`src/rtl/nw_traceback.sv`:
```
// ---------------------------------------------------------------------------
// nw_traceback
//   Traceback walker for the Needleman-Wunsch array. Starting at cell
//   (len_a, len_b) it follows the stored arrow codes back to (0,0) and emits
//   one alignment op per visited cell, end of alignment first.
//
// Ports
//   clk, rst            clock, synchronous active-high reset
//   start               begin a walk (accepted only in IDLE or ERR)
//   len_a, len_b        sequence lengths, sampled on an accepted start
//   dir_rd_en           direction-memory read strobe
//   dir_addr_i/j        read address (row/column), held until the next read
//   dir_data            arrow code, valid one cycle after dir_rd_en
//   out_valid/ready     op stream handshake
//   out_op              001 diag, 010 up, 100 left
//   out_i, out_j        cell that produced the op
//   step_cnt            ops accepted since the last start
//   busy                walk in progress
//   done                one-cycle pulse at walk completion
//   err                 error flag, held until reset or a new start
// ---------------------------------------------------------------------------
module nw_traceback #(
   parameter int MAX_LEN = 128,
   parameter int IDX_W   = 8
) (
   input  logic             clk,
   input  logic             rst,
   input  logic             start,
   input  logic [IDX_W-1:0] len_a,
   input  logic [IDX_W-1:0] len_b,
   output logic             dir_rd_en,
   output logic [IDX_W-1:0] dir_addr_i,
   output logic [IDX_W-1:0] dir_addr_j,
   input  logic [2:0]       dir_data,
   output logic             out_valid,
   input  logic             out_ready,
   output logic [2:0]       out_op,
   output logic [IDX_W-1:0] out_i,
   output logic [IDX_W-1:0] out_j,
   output logic [IDX_W:0]   step_cnt,
   output logic             busy,
   output logic             done,
   output logic             err
);

   localparam logic [2:0]     OP_DIAG   = 3'b001;
   localparam logic [2:0]     OP_UP     = 3'b010;
   localparam logic [2:0]     OP_LEFT   = 3'b100;
   localparam logic [IDX_W:0] MAX_LEN_W = (IDX_W+1)'(MAX_LEN);

   typedef enum logic [2:0] {
      S_IDLE, S_CHECK, S_READ, S_DECODE, S_EMIT, S_DONE, S_ERR
   } state_t;

   state_t           state_q, state_d;
   logic [IDX_W-1:0] i_q, j_q;
   logic [IDX_W-1:0] addr_i_q, addr_j_q;
   logic [2:0]       op_q;
   logic [IDX_W:0]   step_q;

   logic len_bad;
   logic start_ok;
   logic i_zero, j_zero;
   logic dir_onehot;
   logic move_uf;

   always_comb begin
      len_bad    = ({1'b0, len_a} > MAX_LEN_W) || ({1'b0, len_b} > MAX_LEN_W);
      start_ok   = start && !len_bad;
      i_zero     = (i_q == '0);
      j_zero     = (j_q == '0);
      dir_onehot = (dir_data == OP_DIAG) || (dir_data == OP_UP) ||
                   (dir_data == OP_LEFT);
      // Arrows are trusted for direction, but never for stepping past row/col 0.
      unique case (op_q)
         OP_DIAG: move_uf = i_zero || j_zero;
         OP_UP:   move_uf = i_zero;
         OP_LEFT: move_uf = j_zero;
         default: move_uf = 1'b1;
      endcase
   end

   // ---- state register ----
   always_ff @(posedge clk) begin
      if (rst) state_q <= S_IDLE;
      else     state_q <= state_d;
   end

   // ---- next-state logic ----
   always_comb begin
      state_d = state_q;
      unique case (state_q)
         S_IDLE, S_ERR: begin
            if (start) state_d = len_bad ? S_ERR : S_CHECK;
         end
         S_CHECK: begin
            if (i_zero && j_zero)      state_d = S_DONE;
            else if (i_zero || j_zero) state_d = S_EMIT;
            else                       state_d = S_READ;
         end
         S_READ:   state_d = S_DECODE;
         S_DECODE: state_d = dir_onehot ? S_EMIT : S_ERR;
         S_EMIT: begin
            if (out_ready) state_d = move_uf ? S_ERR : S_CHECK;
         end
         S_DONE:   state_d = S_IDLE;
         default:  state_d = S_IDLE;
      endcase
   end

   // ---- walk datapath: position, op, read address, step count ----
   always_ff @(posedge clk) begin
      if (rst) begin
         i_q      <= '0;
         j_q      <= '0;
         addr_i_q <= '0;
         addr_j_q <= '0;
         op_q     <= '0;
         step_q   <= '0;
      end else begin
         unique case (state_q)
            S_IDLE, S_ERR: begin
               if (start_ok) begin
                  i_q    <= len_a;
                  j_q    <= len_b;
                  step_q <= '0;
               end
            end
            S_CHECK: begin
               // Border cells have only one legal move, so no memory read.
               if (i_zero && !j_zero)      op_q <= OP_LEFT;
               else if (j_zero && !i_zero) op_q <= OP_UP;
               else if (!i_zero && !j_zero) begin
                  addr_i_q <= i_q;
                  addr_j_q <= j_q;
               end
            end
            S_DECODE: begin
               if (dir_onehot) op_q <= dir_data;
            end
            S_EMIT: begin
               if (out_ready && !move_uf) begin
                  if (op_q != OP_LEFT) i_q <= i_q - IDX_W'(1);
                  if (op_q != OP_UP)   j_q <= j_q - IDX_W'(1);
                  step_q <= step_q + (IDX_W+1)'(1);
               end
            end
            default: ;
         endcase
      end
   end

   // ---- output decode ----
   always_comb begin
      dir_rd_en = 1'b0;
      out_valid = 1'b0;
      busy      = 1'b0;
      done      = 1'b0;
      err       = 1'b0;
      unique case (state_q)
         S_CHECK, S_DECODE: busy = 1'b1;
         S_READ: begin
            busy      = 1'b1;
            dir_rd_en = 1'b1;
         end
         S_EMIT: begin
            busy      = 1'b1;
            out_valid = 1'b1;
         end
         S_DONE:  done = 1'b1;
         S_ERR:   err  = 1'b1;
         default: ;
      endcase
   end

   assign dir_addr_i = addr_i_q;
   assign dir_addr_j = addr_j_q;
   assign out_op     = op_q;
   assign out_i      = i_q;
   assign out_j      = j_q;
   assign step_cnt   = step_q;

endmodule
```
`config.mk`:
```
export PLATFORM = sky130hd
export DESIGN_NAME = nw_traceback
export DESIGN_NICKNAME = d
export VERILOG_FILES = /design/src/rtl/nw_traceback.sv
export SDC_FILE = /design/constraint.sdc
export NUM_CORES = 1
export LEC_CHECK = 0
export ABC_AREA = 1
export BUFFER_PORTS_ARGS = -buffer_cell sky130_fd_sc_hd__buf_2
export CAP_MARGIN = 20
export CORE_UTILIZATION = 48
export CTS_CLUSTER_DIAMETER = 120
export DETAILED_ROUTE_END_ITERATION = 8
export GPL_ROUTABILITY_DRIVEN = 0
export PLACE_DENSITY = 0.76
export SKIP_CTS_REPAIR_TIMING = 1
export SLEW_MARGIN = 20
export SYNTH_ARGS = -nofsm -noshare
export SYNTH_HDL_FRONTEND = slang
export SYNTH_SLANG_ARGS = --single-unit
```
`constraint.sdc`:
```
create_clock -name clk -period 2.49 [get_ports clk]
set_clock_uncertainty 0.2 [all_clocks]
set_input_delay 0.498 -clock clk [delete_from_list [all_inputs] [get_ports clk]]
set_output_delay 0.498 -clock clk [all_outputs]
set_load 0.01 [all_outputs]
```
==> results of run 1 <==
## state kept, by name (all words and copies together) (netlist names)
signal and cells:
dir_addr_j 8, out_j 8, state_q 3, out_i 8
step_cnt 9, dir_addr_i 8, out_op 3
## worst min path at each step
| stage | startpoint | end | slack [ns] | cells past startpoint |
|---|---|---|---|---|
| after detailed placement | dir_addr_i[1] | dir_addr_i[1] | 0.23 | 2 |
| after CTS | dir_addr_i[1] | dir_addr_i[1] | 0.25 | 2 |
| after floorplan | dir_addr_i[4] | dir_addr_i[4] | 0.27 | 2 |
| after global routing | dir_addr_i[3] | dir_addr_i[3] | 0.26 | 2 |
| final | dir_addr_i[3] | dir_addr_i[3] | 0.24 | 2 |
| after global placement | dir_addr_j[7] | dir_addr_j[7] | 0.23 | 2 |
## metal layers
metal,vias to the layer above,global-route usage (%)
met5,-,0
met2,134,40.1
li1,1634,-
met3,18,4.25
met4,0,8.55
met1,1400,30.9
## power by group through the flow
stage | combinational (mW) | sequential [mW] | clock, mW
after detailed placement | 2.14 | 1.05 | 0
after CTS | 2.15 | 1.03 | 0.534
after global placement | 2.10 | 1.04 | 0
after floorplan | 1.44 | 1.12 | 0
after global routing | 2.88 | 1.05 | 0.564
final | 2.57 | 1.04 | 0.524
## tightest hold or removal path, cell delays in order (launching register included)
cell and delay [ns]:
dfxtp_1 0.32, inv_1 0.04, a21oi_1 0.04
## cells in the mapped netlist
| library cell | instances | area share (%) |
|---|---|---|
| a211oi_1 | 2 | 0.53 |
| a21oi_1 | 36 | 6.3 |
| a21oi_4 | 1 | 0.57 |
| a31oi_1 | 1 | 0.22 |
| buf_2 | 4 | 0.70 |
| buf_6 | 3 | 1.2 |
| clkbuf_1 | 6 | 0.79 |
| clkbuf_8 | 1 | 0.48 |
| dfxtp_1 | 47 | 33 |
| ha_1 | 6 | 2.6 |
| inv_1 | 65 | 8.6 |
| inv_2 | 2 | 0.26 |
| mux2i_1 | 2 | 0.70 |
| nand2_1 | 98 | 13 |
| nand2_2 | 2 | 0.44 |
| nand3_1 | 30 | 5.3 |
| nand3_2 | 4 | 1.4 |
| nand4_1 | 15 | 3.3 |
| nor2_1 | 66 | 8.7 |
| nor2_2 | 1 | 0.22 |
| nor3_1 | 4 | 0.70 |
| o211ai_1 | 1 | 0.26 |
| o21ai_0 | 36 | 6.3 |
| o21ai_2 | 1 | 0.31 |
| o21ai_4 | 2 | 1.1 |
| o22ai_1 | 1 | 0.22 |
| o31ai_1 | 1 | 0.26 |
| xnor2_1 | 2 | 0.62 |
| xor2_1 | 6 | 1.8 |
## cells in the final DEF, fill, tap and decap left out, types with 4 or more instances in the layout
cell type,instances
nand3_1,28
o21ai_0,36
nor2_4,4
dfxtp_1,44
a21oi_1,36
buf_4,27
xor2_1,6
nand3_4,5
inv_1,58
inv_2,9
nor3_1,4
buf_2,71
nand2_1,97
nor2_1,62
clkbuf_8,7
nand4_1,15
## layout make-up
type	instances	area, µm²
Fill cell	531	1930
Multi-Input combinational cell	321	1700
Timing Repair Buffer	100	589
Clock buffer	7	96.3
Tap cell	72	90.1
Inverter	67	251
Clock inverter	1	7.51
Sequential cell	47	945
## cell families (layout without fill, tap and decap cells)
group | count (synthesis) | after routing
xor+xnor | 8 | 8
fa+ha+maj | 6 | 6
buf+inv | 81 | 175
simple gates | 220 | 222
mux | 2 | 2
compound gates | 82 | 83
flops | 47 | 47
==> flow_summary.toml, run 1 <==
[pwr]
swShare_pct = 47.8
power_frac_seq_pct = 25.1
ir_worst_vdd_mv = 0.830
p_int_mw = 2.16
leakage_nw = 1.86
powerDensity_mw_per_mm2 = 1120
p_total_mw = 4.13
p_clk_share_pct = 12.7
combPwrFrac_pct = 62.3
net-switching-power_mw = 1.98

[floorplan]
rows = 27
die_h_um = 79.0
dieWidth_um = 79.0
start_util_pct = 50.8
io_pins = 72
core_mm2 = 0.00561
die-area_mm2 = 0.00624

[drt]
firstDrtPassIters = 4
post_drt_wl_per_cell_um = 12.4
m1WireLength_um = 3430
top_layer_used = "met4"
routed_wl_um = 7640
ant_nets = 0
route.met2.wl_um = 3470
viasPerCell = 5.18
drc_errors = 0
via_count = 3186
wl_met3_um = 569
first_iter_violations = 304

[clocking]
cts_root_buffer = "clkbuf_8"
cts_tree = "done"
cts_buffers = 5
cts_sinks = 47
clockBufferDepth = 2
cts-htree-levels = 2
path_clk_slew_ns = 0.09
clk_latency_ns = 0.31

[yosys]
yosys_warnings = 0
synth_nets = 475
synth_seq_area_share_pct = 33.1
synth_compound_area_share_pct = 16.2
synthXorXnorAreaFrac_pct = 2.46
synth_top_family_by_area = "simple AND/OR/NAND/NOR gates"
syn_area_mm2 = 0.00285
synth_seq_cells = 47
synth_cell_types = 29
synth-simple-area-share_pct = 33.0
synth_cells = 446
avgSynthCellArea_um2 = 6.38
synth_mux_area_share_pct = 0.703
synth_fa_ha_area_share_pct = 2.64

[sta]
hold_violations = 0
tightest_slew_ns = 0.993
drv_slew = 0
final.setup.tns_ns = 0
holdWs_ns = 0.243
max_freq_ghz = 0.426
timing.final.crit_share_pct = 94.4
period_minus_slack_ns = 2.35
setup_viol = 0
maxSlewHeadroom_pct = 33.1
setup_slack_ns = 0.140

[placed_design]
hpwlAfterDp_um = 5320
portBuffers = 71
placed_cell_area_mm2 = 0.00338
dp_cells = 597
place_ws_ns = -0.00501

[global_routing]
antenna_found_initial = 0
grt_max_degree = 33
grt_pass1_vias = 2775
grt_usage_pct = 24.0
grt_pass1_wl_um = 12100
globalRouteOverflowTotal = 0

[critical_path]
max_stage_delay_ns = 0.33
rrSetupSlack_ns = 0.14
regToRegStartpoint = "out_i[1]"
end_kind = "flop"
setup.worst_path.start = "out_i[1]"
cp.required_ns = 2.49
critPathBufInv = 6
rr_worst_depth = 15
critPathTopFamily = "simple AND/OR/NAND/NOR gates"
crit_cells = 15
arrival_ns = 2.35
criticalPathCategory = "flop to flop"
crit_fanout = 3
worst_setup_path_start_kind = "flop"
crit_path_end = "out_op[2]"
critPathSlowestCell = "dfxtp_2"
timing.rr.end = "out_op[2]"
path_cells = "inv_2, ha_4, nand3_2, nor2_2, inv_2, nor2_4, inv_2, ha_2, inv_1, o21ai_0, inv_1, nor2_1, inv_1, o21ai_0, a21oi_1"

[final_layout]
synthToLayoutAreaGrowth_pct = 29.3
fin_nets = 571
postLayoutCellArea_mm2 = 0.00368
n_antenna_cell = 0
final_core_util_pct = 65.6
instances_no_fill = 615
layout-drive-gt1-share_pct = 26.5

[run_status]
outcome = "completed"

[job]
drv_cap = 0

[min_path]
min_path_type = "flop to flop"
Power figures use the tool's default switching activity.
==> inputs of run 2 (changes only) <==
Settings changed: CORE_UTILIZATION 48 to 50, CTS_BUF_LIST set to sky130_fd_sc_hd__clkbuf_4 sky130_fd_sc_hd__clkbuf_8, PLACE_DENSITY 0.76 to 0.79.
==> run 2 against run 1 <==
Design area shrank 0.54%. Sequential share of layout area grew 0.24 points. Global-route usage shrank 1.4 points. Critical path depth grew 1. Critical path type unchanged. Clock power shrank 2%. Final cell count grew 0.16%. Count of clock-buffer cells in the layout is the same. Sequential power is essentially flat. Worst hold slack lost 0.00077 ns. Die area shrank 3.9%. Highest routed layer unchanged.
==> flow_summary.toml, run 2 (synthesis results as in run 1) <==
[final_layout]
regArea_um2 = 948
instances_no_fill = 616
layout-drive-gt1-share_pct = 27.0
largest_reg_flops = 9
n_antenna_cell = 0
final_common_cell = "nand2_1"
fin_nets = 572
final_core_util_pct = 66.5
fillCellCount = 517
multi_input_area_mm2 = 0.00167
synthToLayoutAreaGrowth_pct = 28.6
final_cell_mix = "nand2_1 (95), buf_2 (71), nor2_1 (63)"

[clocking]
cts_tree = "done"
clk_latency_ns = 0.30
cts_root_buffer = "clkbuf_8"
path_clk_slew_ns = 0.09
cts_buffers = 5
cts-htree-levels = 2
clockBufferDepth = 2
cts_sinks = 47

[pwr]
p_int_mw = 2.12
combPwrFrac_pct = 61.9
p_clk_share_pct = 12.7
ir_worst_vdd_mv = 0.775
leakage_nw = 1.86
powerDensity_mw_per_mm2 = 1110
net-switching-power_mw = 1.94
power_frac_seq_pct = 25.5
swShare_pct = 47.8

[critical_path]
timing.rr.end = "out_i[0]"
end_kind = "flop"
criticalPathCategory = "flop to flop"
arrival_ns = 2.50
rrSetupSlack_ns = 0.02
crit_fanout = 7
regToRegStartpoint = "out_i[1]"
rr_worst_depth = 16
worst_setup_path_start_kind = "flop"
cp.required_ns = 2.52

[floorplan]
die_h_um = 77.5
die-area_mm2 = 0.00600
rows = 27
dieWidth_um = 77.5
start_util_pct = 51.7
core_mm2 = 0.00551
io_pins = 72

[global_routing]
grt_pass1_vias = 2571
grt_usage_pct = 22.7
grt_max_degree = 34
grt_pass1_wl_um = 11200
globalRouteOverflowTotal = 0
antenna_found_initial = 0

[drt]
viasPerCell = 5.21
ant_nets = 0
firstDrtPassIters = 5
drc_errors = 0
post_drt_wl_per_cell_um = 12.0
first_iter_violations = 337
via_count = 3207
routed_wl_um = 7370

[min_path]
whs_path_depth = 2
min_path_type = "flop to flop"
hp-start = "dir_addr_j[4]"
hold_path_end = "dir_addr_j[4]"

[placed_design]
dp_cells = 598
portBuffers = 71
hpwlAfterDp_um = 5190

[sta]
drv_slew = 0
period_minus_slack_ns = 2.47
holdWs_ns = 0.243
setup_viol = 0
tightest_slew_ns = 0.660
maxSlewHeadroom_pct = 55.7
timing.final.crit_share_pct = 99.3
rsz0062_at_grt = "yes"
hold_violations = 0
max_freq_ghz = 0.405

[job]
drv_cap = 0

[run_status]
outcome = "completed"
## run 2: routing by layer
| metal | GRT usage (%) | wire, µm | vias to the layer above | part of all wire [%] |
|---|---|---|---|---|
| met5 | 0 | 0 | - | 0 |
| met1 | 29.9 | 3380 | 1435 | 46 |
| met4 | 5.66 | 92 | 0 | 1.2 |
| met2 | 37.8 | 3470 | 129 | 47 |
| met3 | 4.35 | 423 | 10 | 5.7 |
| li1 | - | - | 1633 | - |
## run 2: power by group through the flow
stage / Clock [mW] / Combinational (mW) / Sequential, mW
5_1_grt: 0.564 / 2.81 / 1.05
3_3_place_gp: 0 / 2.10 / 1.03
4_1_cts: 0.524 / 2.15 / 1.03
2_1_floorplan: 0 / 1.44 / 1.12
6_report: 0.513 / 2.51 / 1.03
3_5_place_dp: 0 / 2.13 / 1.04
## run 2: how the worst max path moves through the flow
stage | start | slack, ns | endpoint | cells past startpoint
6_report | out_i[1] | 0.02 | out_i[0] | 16
5_1_grt | out_i[1] | -0.12 | state_q[1] | 16
2_1_floorplan | out_j[0] | 0.03 | out_i[0] | 16
3_5_place_dp | out_j[1] | -0.04 | out_i[0] | 16
3_3_place_gp | out_j[1] | 0.06 | out_i[0] | 16
4_1_cts | out_j[1] | -0.09 | out_i[0] | 16
## run 2: metrics by stage
step                total power, mW  TNS, ns  cell area, µm²  setup WS (ns)
detailed placement             3.17  -0.0458            3390        -0.0389
finish                         4.06        0            3660         0.0179
global placement               3.14        0            3390         0.0647
CTS                            3.70   -0.442            3490        -0.0920
global route                   4.43    -2.05            3660         -0.125
floorplan                      2.56        0            2850         0.0311
## run 2: final cells by class
type,instances,share of cell area [%]
Tap cell,72,2.46
Inverter,67,6.87
Clock buffer,7,2.63
Sequential cell,47,25.9
Clock inverter,1,0.205
Multi-Input combinational cell,321,45.7
Timing Repair Buffer,101,16.2
## run 2: critical path, stage by stage, from the launching register on
cell     delay, ns
dfxtp_2       0.34
inv_1         0.06
ha_2          0.18
nand3_2       0.07
nor2_1        0.06
inv_1         0.08
nor2_1        0.06
inv_1         0.07
ha_2          0.18
inv_1         0.04
nand4_1       0.09
nand2_2       0.10
o21ai_4       0.36
nand3_4       0.19
nand2_2       0.12
nand2_1       0.06
nor2_1        0.14
==> inputs of run 3 (changes only) <==
Settings changed: BUFFER_PORTS_ARGS -buffer_cell sky130_fd_sc_hd__buf_2 to -buffer_cell sky130_fd_sc_hd__buf_4.
==> run 3 against run 2 <==
Utilization up 2.8 points. Final cell count shrank 0.65%. Fmax rose by 3.2%.
==> flow_summary.toml, run 3 (synthesis results as in run 1) <==
[floorplan]
dieWidth_um = 77.5
io_pins = 72
rows = 27
die-area_mm2 = 0.00600
die_h_um = 77.5
core_mm2 = 0.00551
start_util_pct = 51.7

[final_layout]
layout-drive-gt1-share_pct = 25.9
largest_reg_flops = 9
fin_nets = 568
instances_no_fill = 612
final_core_util_pct = 69.3
final_common_cell = "nand2_1"
synthToLayoutAreaGrowth_pct = 34.0
final_cell_mix = "nand2_1 (97), buf_4 (94), nor2_1 (62)"
n_antenna_cell = 0
postLayoutCellArea_mm2 = 0.00381

[pwr]
p_int_mw = 2.19
p_total_mw = 4.12
p_clk_share_pct = 12.0
ir_worst_vdd_mv = 0.707
power_frac_seq_pct = 25.4
powerDensity_mw_per_mm2 = 1080
combPwrFrac_pct = 62.6
swShare_pct = 46.8
net-switching-power_mw = 1.93
leakage_nw = 1.86

[sta]
holdWs_ns = 0.245
drv_slew = 0
timing.final.crit_share_pct = 96.2
hold_violations = 0
tightest_slew_ns = 0.536
max_freq_ghz = 0.417
setup_viol = 0
period_minus_slack_ns = 2.40
maxSlewHeadroom_pct = 64.1

[clocking]
clk_latency_ns = 0.31
cts_sinks = 47
cts_tree = "done"
cts-htree-levels = 2
cts_root_buffer = "clkbuf_8"
path_clk_slew_ns = 0.08
cts_buffers = 5
clockBufferDepth = 2

[critical_path]
rr_worst_depth = 15
rrSetupSlack_ns = 0.09
max_stage_delay_ns = 0.33
arrival_ns = 2.39
critPathSlowestCell = "dfxtp_2"
crit_top_cell = "inv_1"
regToRegStartpoint = "out_i[0]"
path_cells = "inv_2, ha_4, nand3_2, nor2_2, inv_1, nor2_2, inv_1, ha_2, inv_1, o21ai_0, inv_1, nor2_2, inv_1, o21ai_0, a21oi_1"
timing.rr.end = "out_op[2]"
end_kind = "flop"
worst_setup_path_start_kind = "flop"
criticalPathCategory = "flop to flop"
crit_fanout = 3
cp.required_ns = 2.48

[drt]
drc_errors = 0
ant_nets = 0
via_count = 3158
firstDrtPassIters = 5
post_drt_wl_per_cell_um = 12.4
viasPerCell = 5.16
routed_wl_um = 7560
first_iter_violations = 205

[placed_design]
portBuffers = 71
placed_cell_area_mm2 = 0.00355
dp_cells = 596
hpwlAfterDp_um = 5400

[min_path]
whs_path_depth = 2
hp-start = "dir_addr_j[5]"
hold_path_end = "dir_addr_j[5]"
min_path_type = "flop to flop"

[global_routing]
grt_pass1_vias = 2810
grt_max_degree = 34
antenna_found_initial = 0
grt_pass1_wl_um = 12000
globalRouteOverflowTotal = 0
grt_usage_pct = 24.2

[run_status]
outcome = "completed"

[job]
drv_cap = 0
==> run 3: critical path, delay by kind of cell, from the launching register on <==
family          cells  cell delay (ns)
buf+inv             6             0.40
fa+ha+maj           2             0.46
flops               1             0.33
simple gates        4             0.54
compound gates      3             0.35
==> run 3: worst max-delay path by stage <==
stage | start | endpoint | slack (ns)
2_1_floorplan | out_j[0] | out_i[0] | 0.03
3_3_place_gp | out_i[0] | out_op[2] | 0.05
3_5_place_dp | out_j[1] | out_i[0] | -0.03
4_1_cts | out_i[0] | out_i[0] | -0.05
5_1_grt | out_i[0] | out_i[3] | -0.08
6_report | out_i[0] | out_op[2] | 0.09
==> run 3: power by group through the flow <==
stage | Clock, mW | Combinational [mW] | Sequential [mW]
CTS | 0.497 | 2.25 | 1.04
floorplan | 0 | 1.44 | 1.12
global route | 0.532 | 2.88 | 1.07
detailed placement | 0 | 2.23 | 1.06
global placement | 0 | 2.18 | 1.05
finish | 0.493 | 2.58 | 1.05
==> run 3: cell type report <==
class	count	area, µm²
multi-input combinational	321	1670
timing repair buffer	97	757
tap	72	90.1
clock buffer	6	82.6
clock inverter	2	16.3
inverter	67	251
sequential	47	946
fill	501	1690
==> run 3: metal layers <==
metal  vias to the layer above  part of all wire (%)  global-route usage [%]
li1                       1625                     -                       -
met1                      1401                    44                    29.5
met2                       121                    49                    43.1
met3                        11                   5.9                    3.88
met4                         0                   1.3                    7.74
met5                         -                     0                       0
==> run 3: per-stage QoR <==
step                setup WS [ns]  setup TNS [ns]
finish                     0.0936               0
floorplan                  0.0311               0
CTS                       -0.0499          -0.552
global route              -0.0767          -0.734
global placement           0.0543               0
detailed placement        -0.0287          -0.251
